$ cat config.mk
export PLATFORM = sky130hd
export DESIGN_NAME = mul_iter_param
export DESIGN_NICKNAME = d
export VERILOG_FILES = /design/src/rtl/mul_pkg.sv /design/src/rtl/mul_pp_step.sv /design/src/rtl/mul_iter_param.sv
export SDC_FILE = /design/constraint.sdc
export NUM_CORES = 1
export LEC_CHECK = 0
export CAP_MARGIN = 15
export CORE_MARGIN = 8
export CORE_UTILIZATION = 47
export CTS_BUF_LIST = sky130_fd_sc_hd__clkbuf_8
export CTS_CLUSTER_DIAMETER = 30
export CTS_CLUSTER_SIZE = 14
export DETAILED_ROUTE_END_ITERATION = 10
export PLACE_DENSITY = 0.76
export REMOVE_ABC_BUFFERS = 1
export SLEW_MARGIN = 5
export SYNTH_ARGS = -nofsm -noshare
export SYNTH_HDL_FRONTEND = slang
export SYNTH_SLANG_ARGS = --single-unit
$ cat constraint.sdc
create_clock -name clk -period 7.8 [get_ports clk]
set_input_delay 1.95 -clock clk [delete_from_list [all_inputs] [get_ports clk]]
set_output_delay 1.95 -clock clk [all_outputs]
set_load 0.01 [all_outputs]
$ cat src/rtl/mul_pkg.sv
// Shared types for the iterative multiplier: RISC-V M opcode encoding and FSM states.
package mul_pkg;

  typedef enum logic [1:0] {
    OP_MUL    = 2'b00,
    OP_MULH   = 2'b01,
    OP_MULHSU = 2'b10,
    OP_MULHU  = 2'b11
  } mul_op_e;

  typedef enum logic [1:0] {
    ST_IDLE = 2'b00,
    ST_CALC = 2'b01,
    ST_DONE = 2'b10
  } mul_state_e;

endpackage

$ cat src/rtl/mul_pp_step.sv
// One shift-add step: adds (multiplicand x BPC multiplier bits) << (step*BPC) into the accumulator.
module mul_pp_step #(
  parameter int XLEN = 32,
  parameter int BPC  = 1
) (
  input  logic [2*XLEN-1:0]            acc_i,
  input  logic [XLEN-1:0]              mcand_i,
  input  logic [BPC-1:0]               bits_i,
  input  logic [$clog2(XLEN/BPC):0]    step_i,
  output logic [2*XLEN-1:0]            acc_o
);

  localparam int SW = $clog2(XLEN/BPC) + 1;

  logic [2*XLEN-1:0] pp;
  logic [31:0]       shamt;

  always_comb begin
    pp    = {{XLEN{1'b0}}, mcand_i} * {{(2*XLEN-BPC){1'b0}}, bits_i};
    shamt = {{(32-SW){1'b0}}, step_i} * 32'(BPC);
    acc_o = acc_i + (pp << shamt);
  end

endmodule

$ cat src/rtl/mul_iter_param.sv
// Iterative RISC-V M multiplier (MUL/MULH/MULHSU/MULHU): sign-magnitude operands,
// BPC multiplier bits retired per cycle, signed fix-up and half select on entering DONE.
module mul_iter_param
  import mul_pkg::*;
#(
  parameter int XLEN = 32,
  parameter int BPC  = 1
) (
  input  logic            clk,
  input  logic            rst_n,
  input  logic            start,
  input  logic [1:0]      mul_opcode,
  input  logic [XLEN-1:0] operand1,
  input  logic [XLEN-1:0] operand2,
  input  logic            flush,
  output logic            ready,
  output logic            busy,
  output logic            done,
  output logic [XLEN-1:0] result_multiply
);

  localparam int NSTEP = XLEN / BPC;
  localparam int SW    = $clog2(NSTEP) + 1;

  generate
    if (!((XLEN == 8 || XLEN == 16 || XLEN == 32 || XLEN == 64) &&
          (BPC == 1 || BPC == 2 || BPC == 4) && (XLEN % BPC == 0))) begin : g_bad_params
      $error("mul_iter_param: illegal XLEN/BPC combination");
    end
  endgenerate

  // Handshake: a request transfers on a rising edge where start=1, ready=1 and flush=0;
  // operands are sampled only then. done is a single-cycle valid for result_multiply.

  mul_state_e        state_q, state_d;
  mul_op_e           op_q, op_d, op_in;
  logic [XLEN-1:0]   mcand_q, mcand_d, mplier_q, mplier_d, result_q, result_d;
  logic              neg_q, neg_d;
  logic [2*XLEN-1:0] acc_q, acc_d, acc_step, product;
  logic [SW-1:0]     step_q, step_d;
  logic              rs1_signed, rs2_signed, s1, s2;
  logic [XLEN-1:0]   mag1, mag2, res_sel;

  mul_pp_step #(.XLEN(XLEN), .BPC(BPC)) u_pp_step (
    .acc_i   (acc_q),
    .mcand_i (mcand_q),
    .bits_i  (mplier_q[BPC-1:0]),
    .step_i  (step_q),
    .acc_o   (acc_step)
  );

  always_comb begin
    op_in      = mul_op_e'(mul_opcode);
    rs1_signed = (op_in == OP_MULH) || (op_in == OP_MULHSU);
    rs2_signed = (op_in == OP_MULH);
    s1         = rs1_signed & operand1[XLEN-1];
    s2         = rs2_signed & operand2[XLEN-1];
    // Negating the most-negative value wraps to itself, which is its correct unsigned magnitude.
    mag1       = s1 ? -operand1 : operand1;
    mag2       = s2 ? -operand2 : operand2;
    product    = neg_q ? -acc_q : acc_q;
    res_sel    = (op_q == OP_MUL) ? acc_q[XLEN-1:0] : acc_q[2*XLEN-1:XLEN];
  end

  always_comb begin
    state_d  = state_q;
    op_d     = op_q;
    mcand_d  = mcand_q;
    mplier_d = mplier_q;
    neg_d    = neg_q;
    acc_d    = acc_q;
    step_d   = step_q;
    result_d = result_q;
    case (state_q)
      ST_IDLE: begin
        if (start && !flush) begin
          state_d  = ST_CALC;
          op_d     = op_in;
          mcand_d  = mag1;
          mplier_d = mag2;
          neg_d    = s1 ^ s2;
          acc_d    = '0;
          step_d   = '0;
        end
      end
      ST_CALC: begin
        if (flush) begin
          state_d = ST_IDLE;
        end else if (step_q == SW'(NSTEP)) begin
          // The accumulator now carries the signed product for the DONE cycle.
          state_d = ST_DONE;
          acc_d   = product;
        end else begin
          acc_d    = acc_step;
          mplier_d = mplier_q >> BPC;
          step_d   = step_q + 1'b1;
        end
      end
      ST_DONE: begin
        state_d = ST_IDLE;
        if (!flush) result_d = res_sel;
      end
      default: state_d = ST_IDLE;
    endcase
  end

  always_ff @(posedge clk or negedge rst_n) begin
    if (!rst_n) begin
      state_q  <= ST_IDLE;
      op_q     <= OP_MUL;
      mcand_q  <= '0;
      mplier_q <= '0;
      neg_q    <= 1'b0;
      acc_q    <= '0;
      step_q   <= '0;
      result_q <= '0;
    end else begin
      state_q  <= state_d;
      op_q     <= op_d;
      mcand_q  <= mcand_d;
      mplier_q <= mplier_d;
      neg_q    <= neg_d;
      acc_q    <= acc_d;
      step_q   <= step_d;
      result_q <= result_d;
    end
  end

  // A flush in the DONE cycle hides both the pulse and the new value.
  assign ready           = (state_q == ST_IDLE);
  assign busy            = (state_q == ST_CALC) || (state_q == ST_DONE);
  assign done            = (state_q == ST_DONE) && !flush;
  assign result_multiply = done ? res_sel : result_q;

endmodule
==> results of run 1 <==
through the flow:
stage | total power, uW | instances | setup slack [ns] | util | hold slack, ns
2_1_floorplan | 4100 | 1960 | 1.97 | - | 0.445
3_3_place_gp | 5220 | 2539 | 1.66 | 0.514 | 0.459
3_5_place_dp | 5280 | 2539 | 1.48 | 0.514 | 0.470
4_1_cts | 5980 | 2571 | 1.48 | 0.527 | 0.491
5_1_grt | 6470 | 2571 | 1.26 | 0.527 | 0.520
6_report | 6090 | 2571 | 1.48 | 0.527 | 0.486
per-layer routing:
metal / global-route usage / vias to the layer above
li1: - / 7694
met1: 0.378 / 7629
met2: 0.432 / 723
met3: 0.0533 / 125
met4: 0.127 / 0
met5: 0 / -
registers in the layout, summed over array words and instances (netlist names):
name	count
mcand_q	32
op_q	2
step_q	6
neg_q	1
mplier_q	32
state_q	2
result_q	32
acc_q	64
worst min-delay path by stage:
stage                            start           end  slack, ns  cells past startpoint
after floorplan           mplier_q[14]  mplier_q[14]       0.44                      2
after global placement    mplier_q[14]  mplier_q[14]       0.46                      2
after detailed placement  mplier_q[17]  mplier_q[17]       0.47                      2
after CTS                 mplier_q[17]  mplier_q[17]       0.49                      2
after global routing      mplier_q[26]  mplier_q[26]       0.52                      2
final                     mplier_q[17]  mplier_q[17]       0.49                      2
cells by family after synthesis:
kind of cell,Yosys count
simple gates,753
compound gates,705
buf+inv,175
flops,171
xor+xnor,116
mux,102
fa+ha+maj,73
tightest hold or removal path, cell delays in order (launching register included):
cell and delay, ns:
dfrtp_1 0.35, nand2_1 0.04, o21ai_0 0.06
layout by cell type (no fill, tap or decap), types with 21 or more instances in the layout:
cell             count
buf_4               27
or3_1               31
nor4_1              28
mux2i_1             74
ha_1                71
a21o_1              47
o21ai_0            292
and2_1              21
o22ai_1             26
xor2_1              50
nand2_1            261
xnor2_1             66
nand4_1             30
nor2_1             179
dfrtp_1            169
clkdlybuf4s50_1    103
nor3_1              76
inv_1               38
nand3_1             41
a21oi_1            167
power by group:
group | switching [uW] | total, uW | leakage, uW | internal, uW
Clock | 376 | 688 | 0.000206 | 313
Combinational | 2420 | 3820 | 0.00492 | 1400
Sequential | 451 | 1580 | 0.00228 | 1120
area by class of cell:
cell class,count,area (um^2),share of cell area
clock inverters,12,134,0.00760
clock buffers,20,275,0.0156
flip-flops and latches,171,4280,0.243
repair buffers,131,1240,0.0707
well taps,448,561,0.0318
multi-input cells,1749,11000,0.623
inverters,40,150,0.00852
==> out/results.txt, run 1 <==
WP buf/inv -> 3
CTS tree -> yes
Setup CP Type -> in -> out
Leakage Power -> 0.00741 uW
Worst relative slew slack -> 0.297
FF-to-FF setup slack -> 1.67 ns
WL met2 -> 24,900 um
Post-synthesis instance total -> 2,095
CP max stage delay -> 0.61 ns
Critical R2R Launch -> step_q[0]
Worst path slowest cell -> clkdlybuf4s50_1
Fraction of layout cells with a size suffix above 1 -> 0.0584
Worst path arrival time -> 4.37 ns
VDD IR max -> 0.000249 V
Hold buffers post-CTS -> 0
Primary FF master, synth -> dfrtp_1
Post-synth EDFFs -> 0
CTS sink count -> 171
Mux contribution to synthesized area -> 0.0785
Core area -> 0.0334 mm^2
Syn-to-layout area delta -> 10.9%
Reg2reg end -> acc_q[55]
Final wirelength -> 56,300 um
RSZ-0062 raised after global routing -> false
Vias per Instance -> 6.29
Syn. warnings -> 0
Die extent in y -> 200 um
CP most frequent cell -> clkdlybuf4s50_1
Wl on met1 -> 24,400 um
Num CTS Buffers -> 17
Final instance area -> 0.0176 mm^2
Pin count of the biggest net entering global routing -> 79
I/O Buffers -> 104
# IOs -> 105
Final Setup Violations -> 0
Gp weighted congestion -> 1.03
CP cell instances -> clkdlybuf4s50_1 > inv_1 > nand2_2 > o21ai_0 > clkdlybuf4s50_1
Final Critical Period -> 6.32 ns
Row cnt -> 67
Most numerous cell in the Yosys netlist -> o21ai_0
Fillers -> 3,241
DR top layer -> met4
Critical Path End Type -> output pin
Root Driver -> clkbuf_8
Synth area leader -> dfrtp_1
# diodes -> 0
Wire per inst -> 21.9 um
Worst-path fanout max -> 65
Vias in the first global route -> 15,200
Asr flop ratio synth -> 1.00
XOR/XNOR Fraction of Synth Area -> 0.0639
ANT nets after route -> 0
Syn Std Cell Area -> 0.0159 mm^2
GR Overflow Total -> 0
Remaining DRCs -> 0
# Post-CTS Setup Buffers -> 0
Critical Path RT -> 5.85 ns
H-tree Lvls -> 4
Status -> complete, no violations
Worst skew pair latency -> 0.52 ns
Chip Width -> 200 um
# nets final -> 2,253
DR iter-0 viols -> 1,553
Commonest cells in the netlist -> o21ai_0 (292), nand2_1 (262), nor2_1 (180)
Compound-Gate Fraction of Synth Area -> 0.263
Post-synthesis adder-cell area fraction -> 0.0579
Slew Limit Fails -> 0
First-pass GRT wire length -> 87,200 um
Fmax -> 158 MHz
Placed cell areas -> 0.0172 mm^2
Synth Register Bits -> 171
CP startpoint -> flush
Clock slew at reported path FFs -> 0.09 ns
Mean Syn Cell Area -> 7.59 um^2
Initial Util -> 0.475
Initial antenna violation count -> 0
Met3 WL -> 4450 um
Synth area leaders -> dfrtp_1 (27%), o21ai_0 (9.2%), nand2_1 (6.2%)
Reg2reg path depth -> 17
Clock skew -> 0.0234 ns
Startpoint Class -> primary input
Setup crit end -> result_multiply[2]
All-layer global routing usage -> 0.280
PD cells -> 346 mW/mm^2
Final worst path period share -> 0.811
Post-synth top area share -> 0.269
DR pass1 iterations -> 6
Clock Path Buffers -> 2
Total number of vias -> 16,200
Sequential share of the synthesized area -> 0.269
Detailed Place HPWL -> 43,200 um
Fin Setup TNS -> 0 ns
Top delay family on crit path -> buffers and inverters
CTS resizes -> 0
Largest family of logic cells by synthesized area -> compound AO/OA/AOI/OAI gates
Number of cells on the critical path -> 5
Slew @ Worst Pin -> 1.05 ns
Max_cap viols -> 0
Die Area -> 0.0400 mm^2
Post-synthesis simple-gate area fraction -> 0.226
Hold Fails Final Rpt -> 0
Worst Hold Class -> reg -> reg
Unique masters post-synth -> 80
Note: power is estimated with default switching activity, not from simulation.
==> run 2, diff against run 1 <==
Settings changed: PLACE_DENSITY 0.76 to 0.78.
Clock period 7.8 ns to 5.15 ns, I/O delays scaled along.
==> run 2 against run 1 <==
Against the previous run:
- cell count rose by 3.7%
- sequential power is 42% higher
- routed wire length shrank 0.10%
- clock-buffer cell count is 2 lower
- non-clock buffer count up 96
- sequential share of layout area is 1.1 points lower
- via count increased by 3.1%
- setup slack got worse by 1.4 ns
- flip-flop and latch count unchanged
- combinational power grew 76%
- global-route usage about the same
- clock power rose by 32%
==> out/results.txt, run 2 (synthesized netlist as in run 1, its figures left out) <==
Status -> complete, no violations
Final Critical Period -> 5.03 ns
Root Driver -> clkbuf_8
Most flop-heavy register -> acc_q
ANT nets after route -> 0 (unchanged)
CP startpoint -> step_q[0]
Placed cell areas -> 0.0180 mm^2 (+4.6%)
Worst relative slew slack -> 0.370 (+0.0732)
VDD IR max -> 0.000408 V (+64%)
Most common cell after layout, fill and taps aside -> o21ai_0
# Post-CTS Setup Buffers -> 0 (unchanged)
Slack of the critical path -> 0.116 ns (-1.36 ns)
Pin count of the biggest net entering global routing -> 101 (+28%)
DR iter-0 viols -> 1,753 (+13%)
Worst Hold Class -> reg -> reg
Reg2reg path depth -> 18 (+1)
# IOs -> 105 (unchanged)
I/O Buffers -> 104 (unchanged)
Final instance area -> 0.0185 mm^2 (+4.9%)
Detailed Place HPWL -> 44,000 um (+1.8%)
PD cells -> 534 mW/mm^2 (+54%)
Hold Fails Final Rpt -> 0 (unchanged)
Placed cell count -> 2,634 (+3.7%)
Fraction of layout cells with a size suffix above 1 -> 0.105 (+0.0461)
Total number of vias -> 16,700 (+3.1%)
# nets final -> 2,349 (+4.3%)
Critical Path RT -> 5.56 ns (-0.29 ns)
First-pass GRT wire length -> 88,100 um (+1.0%)
Setup CP Type -> reg -> reg
Critical R2R Launch -> step_q[0]
Reg2reg end -> acc_q[61]
Final wirelength -> 56,300 um (-0.10%)
Pwr Total -> 9860 uW (+62%)
CTS tree -> yes
CTS sink count -> 171 (unchanged)
All-layer global routing usage -> 0.281 (+0.000424)
Max FFs per register -> 64 (unchanged)
Syn-to-layout area delta -> 16.3%
Dpl ws -> 0.0136 ns (-1.46 ns)
Commonest cells after routing, fill and taps aside -> o21ai_0 (290), nand2_1 (261), nor2_1 (179)
Final Setup Violations -> 0 (unchanged)
Remaining DRCs -> 0 (unchanged)
Chip Width -> 200 um (unchanged)
Hold buffers post-CTS -> 0 (unchanged)
Slew @ Worst Pin -> 0.945 ns (-0.110 ns)
Clock Path Buffers -> 2 (unchanged)
Initial antenna violation count -> 0 (unchanged)
Row cnt -> 67 (unchanged)
Fin cells -> 2,667 (+3.7%)
Setup crit end -> acc_q[61]
DR pass1 iterations -> 6 (unchanged)
Gp weighted congestion -> 1.03 (+0.17%)
Fmax -> 199 MHz
Clock skew -> 0.0221 ns (-0.00128 ns)
Core area -> 0.0334 mm^2 (unchanged)
Critical Path End Type -> register
H-tree Lvls -> 4 (unchanged)
Clock slew at reported path FFs -> 0.10 ns (about the same)
Die Area -> 0.0400 mm^2 (unchanged)
Hold path start -> mplier_q[23]
GR Overflow Total -> 0 (unchanged)
FF-to-FF setup slack -> 0.12 ns (-1.55 ns)
Initial Util -> 0.475 (unchanged)
# diodes -> 0 (unchanged)
Fin Setup TNS -> 0 ns (unchanged)
Num CTS Buffers -> 17 (unchanged)
Final worst path period share -> 0.978
Die extent in y -> 200 um (unchanged)
Vias in the first global route -> 15,600 (+2.6%)
Slew Limit Fails -> 0 (unchanged)
Vias per Instance -> 6.25 (-0.60%)
Wire per inst -> 21.1 um (-3.7%)
Max_cap viols -> 0 (unchanged)
Startpoint Class -> register
Worst-path fanout max -> 13 (-80%)
Leakage Power -> 0.00790 uW (+6.6%)
Worst path arrival time -> 5.45 ns (+1.08 ns)
Worst skew pair latency -> 0.52 ns (about the same)
run 2: cell types whose count changed in the layout (fill, tap and decap cells not counted), moves of 3 or more:
cell | previous run | this run
buf_4 | 27 | 115
buf_12 | 0 | 6
a31oi_1 | 18 | 14
a31oi_2 | 0 | 4
clkinv_4 | 1 | 5
inv_6 | 4 | 1
run 2: final cells by class:
class / instances / area, um^2
Multi-Input combinational cell: 1749 / 11100
Inverter: 40 / 150
Tap cell: 448 / 561
Fill cell: 3136 / 15000
Timing Repair Buffer: 227 / 2060
Clock buffer: 18 / 248
Clock inverter: 14 / 101
Sequential cell: 171 / 4280
run 2: how the worst min path moves through the flow:
stage,depth (start not counted),endpoint
after floorplan,2,mplier_q[14]
after global placement,2,mplier_q[17]
after detailed placement,2,mplier_q[26]
after CTS,2,mplier_q[26]
after global routing,2,mplier_q[11]
final,2,mplier_q[23]
run 2: power by group:
group | leakage, uW | internal, uW | switching, uW
registers | 0.00228 | 1710 | 535
clock network | 0.000183 | 347 | 563
logic | 0.00544 | 2590 | 4120
run 2: repair_timing:
item                       in CTS  in global routing
cloned                          0                  1
gates resized for setup         2                 19
setup endpoints to repair       1                 14
pin swaps                       0                  3
run 2: metrics by stage:
step	util	hold slack, ns
2_1_floorplan	-	0.445
3_3_place_gp	0.538	0.461
3_5_place_dp	0.538	0.471
4_1_cts	0.549	0.493
5_1_grt	0.552	0.514
6_report	0.552	0.490
run 2: per-layer routing:
layer  GRT usage  up-vias  routed length (um)
met4       0.137        0                2780
met2       0.438      744               25100
met1       0.377     7880               24400
met5           0        -                   0
met3      0.0426      149                3990
li1            -     7901                   -
run 2: worst max-delay path, cell delays in order (launching register included):
cell,delay (ns)
dfrtp_2,0.45
buf_12,0.16
buf_4,0.19
mux2i_1,0.14
o21ai_0,0.49
a31oi_2,0.20
buf_4,0.17
nor3_1,0.42
ha_1,0.38
nand4_1,0.19
inv_1,0.09
a41o_1,0.27
o211ai_1,0.47
a211oi_2,0.17
o21ai_0,0.37
a21oi_1,0.17
o22ai_1,0.28
mux2i_1,0.24
nand2_1,0.07
==> run 3, diff against run 2 <==
Settings changed: PLACE_DENSITY 0.78 to 0.74.
==> run 3 against run 2 <==
Against the previous run:
- total power decreased by 1.5%
- routed wire length increased by 5.2%
- fmax increased by 2.4%
- combinational power decreased by 6.0%
- critical path depth decreased by 1
- largest power group unchanged
==> out/results.txt, run 3 (synthesized netlist as in run 1, its figures left out) <==
CP cell instances -> buf_4 > mux2i_1 > o21ai_0 > a31oi_2 > nor3_1 > ha_1 > nand4_1 > inv_1 > a41o_1 > nor2_1 > buf_4 > a21oi_1 > nor2_1 > o21ai_0 > a21boi_0 > xnor2_1 > a211o_1
Final Setup Violations -> 0 (unchanged)
Root Driver -> clkbuf_8
ANT nets after route -> 0 (unchanged)
Hold depth -> 2 (unchanged)
Slew Limit Fails -> 0 (unchanged)
Fmax -> 203 MHz (+2.4%)
GR Overflow Total -> 0 (unchanged)
Status -> complete, no violations
First-pass GRT wire length -> 91,500 um (+3.9%)
# IOs -> 105 (unchanged)
Die extent in y -> 200 um (unchanged)
Placed cell areas -> 0.0180 mm^2 (-0.11%)
Syn-to-layout area delta -> 16.6%
Chip Width -> 200 um (unchanged)
CTS sink count -> 171 (unchanged)
Setup CP Type -> reg -> reg
H-tree Lvls -> 4 (unchanged)
Fraction of layout cells with a size suffix above 1 -> 0.108 (+0.00320)
All-layer global routing usage -> 0.296 (+0.0150)
Max FFs per register -> 64 (unchanged)
Final worst path period share -> 0.954 (-0.0232)
# nets final -> 2,348 (-0.043%)
Num CTS Buffers -> 17 (unchanged)
Hold path start -> mplier_q[17]
Gp weighted congestion -> 1.03 (about the same)
Critical Path End Type -> register
Pin count of the biggest net entering global routing -> 101 (unchanged)
CTS tree -> yes
Worst-path fanout max -> 10 (-3)
Die Area -> 0.0400 mm^2 (unchanged)
Reg2reg end -> acc_q[19]
Hold Fails Final Rpt -> 0 (unchanged)
FF-to-FF setup slack -> 0.24 ns (+0.12 ns)
# diodes -> 0 (unchanged)
Vias in the first global route -> 16,100 (+2.8%)
VDD IR max -> 0.000419 V (+2.5%)
Max_cap viols -> 0 (unchanged)
Total number of vias -> 16,700 (+0.054%)
Worst skew pair latency -> 0.53 ns (about the same)
Critical Path RT -> 5.54 ns (-0.02 ns)
Initial Util -> 0.475 (unchanged)
Leakage Power -> 0.00796 uW (+0.65%)
Clock skew -> 0.0306 ns (+0.00846 ns)
Worst Hold Class -> reg -> reg
Clock Path Buffers -> 2 (unchanged)
Hold buffers post-CTS -> 0 (unchanged)
Detailed Place HPWL -> 46,500 um (+5.6%)
Final Critical Period -> 4.91 ns (-0.120 ns)
Hold Path End -> mplier_q[17]
I/O Buffers -> 104 (unchanged)
Clock slew at reported path FFs -> 0.11 ns (about the same)
Most common cell after layout, fill and taps aside -> o21ai_0
Remaining DRCs -> 0 (unchanged)
Commonest cells after routing, fill and taps aside -> o21ai_0 (290), nand2_1 (260), nor2_1 (179)
Worst path slowest cell -> nor3_1
CP max stage delay -> 0.52 ns (+0.03 ns)
DR iter-0 viols -> 1,429 (-18%)
Worst path arrival time -> 5.31 ns (-0.14 ns)
Startpoint Class -> register
Critical R2R Launch -> step_q[0]
Final wirelength -> 59,200 um (+5.2%)
Wire per inst -> 22.2 um (+5.2%)
Initial antenna violation count -> 0 (unchanged)
Core area -> 0.0334 mm^2 (unchanged)
DR pass1 iterations -> 5 (-1)
PD cells -> 524 mW/mm^2 (-1.8%)
Reg2reg path depth -> 17 (-1)
Most flop-heavy register -> acc_q
Row cnt -> 67 (unchanged)
Worst relative slew slack -> 0.340 (-0.0303)
Fin Setup TNS -> 0 ns (unchanged)
Vias per Instance -> 6.26 (about the same)
Slew @ Worst Pin -> 0.990 ns (+0.0454 ns)
Final instance area -> 0.0185 mm^2 (+0.32%)
run 3: worst max path at each step:
stage	from	end	slack, ns	cells after the start
6_report	step_q[0]	acc_q[19]	0.24	17
3_5_place_dp	step_q[0]	acc_q[55]	-0.04	18
4_1_cts	step_q[0]	acc_q[55]	0.0005	18
3_3_place_gp	step_q[0]	acc_q[55]	0.15	18
5_1_grt	mplier_q[0]	acc_q[58]	-0.04	21
2_1_floorplan	step_q[0]	acc_q[55]	-0.68	17
run 3: per-layer routing:
metal,share of wire,vias to the layer above,GRT usage
met4,0.049,0,0.141
met5,0,-,0
li1,-,7898,-
met1,0.43,7913,0.387
met3,0.072,137,0.0444
met2,0.45,735,0.475
run 3: power breakdown:
part           switching, uW  total (uW)  internal [uW]
Clock                    637        1060            418
Combinational           3870        6310           2440
Sequential               641        2340           1700
Total                   5150        9710           4560
run 3: final cells by class:
type / count / area, um^2
flip-flops and latches: 171 / 4280
well taps: 448 / 561
clock buffers: 17 / 234
multi-input cells: 1749 / 11100
fillers: 3150 / 14900
clock inverters: 15 / 194
repair buffers: 226 / 2020
inverters: 40 / 150
run 3: repair_timing:
item / in CTS / in global routing
gates resized for setup: 9 / 18
buffers inserted: 0 / 1
pin swaps: 1 / 3
setup endpoints to repair: 2 / 10
run 3: critical path, delay by kind of cell (launching register included):
kind / cells / cell delay (ns)
AND/OR/NAND/NOR: 4 / 1.24
multiplexers: 1 / 0.14
buffers and inverters: 3 / 0.51
XOR/XNOR: 1 / 0.14
flip-flops: 1 / 0.46
adder cells (fa/ha/maj): 1 / 0.40
AO/OA/AOI/OAI: 7 / 1.87
run 3: stage by stage:
stage	util	instances	hold WS, ns	worst slack, ns	total power (uW)
finish	0.554	2666	0.494	0.235	9710
global route	0.554	2666	0.519	-0.0370	10300
CTS	0.551	2665	0.494	0.000548	9540
detailed placement	0.537	2633	0.470	-0.0444	8460
global placement	0.537	2633	0.460	0.151	8340
floorplan	-	1960	0.445	-0.681	6200
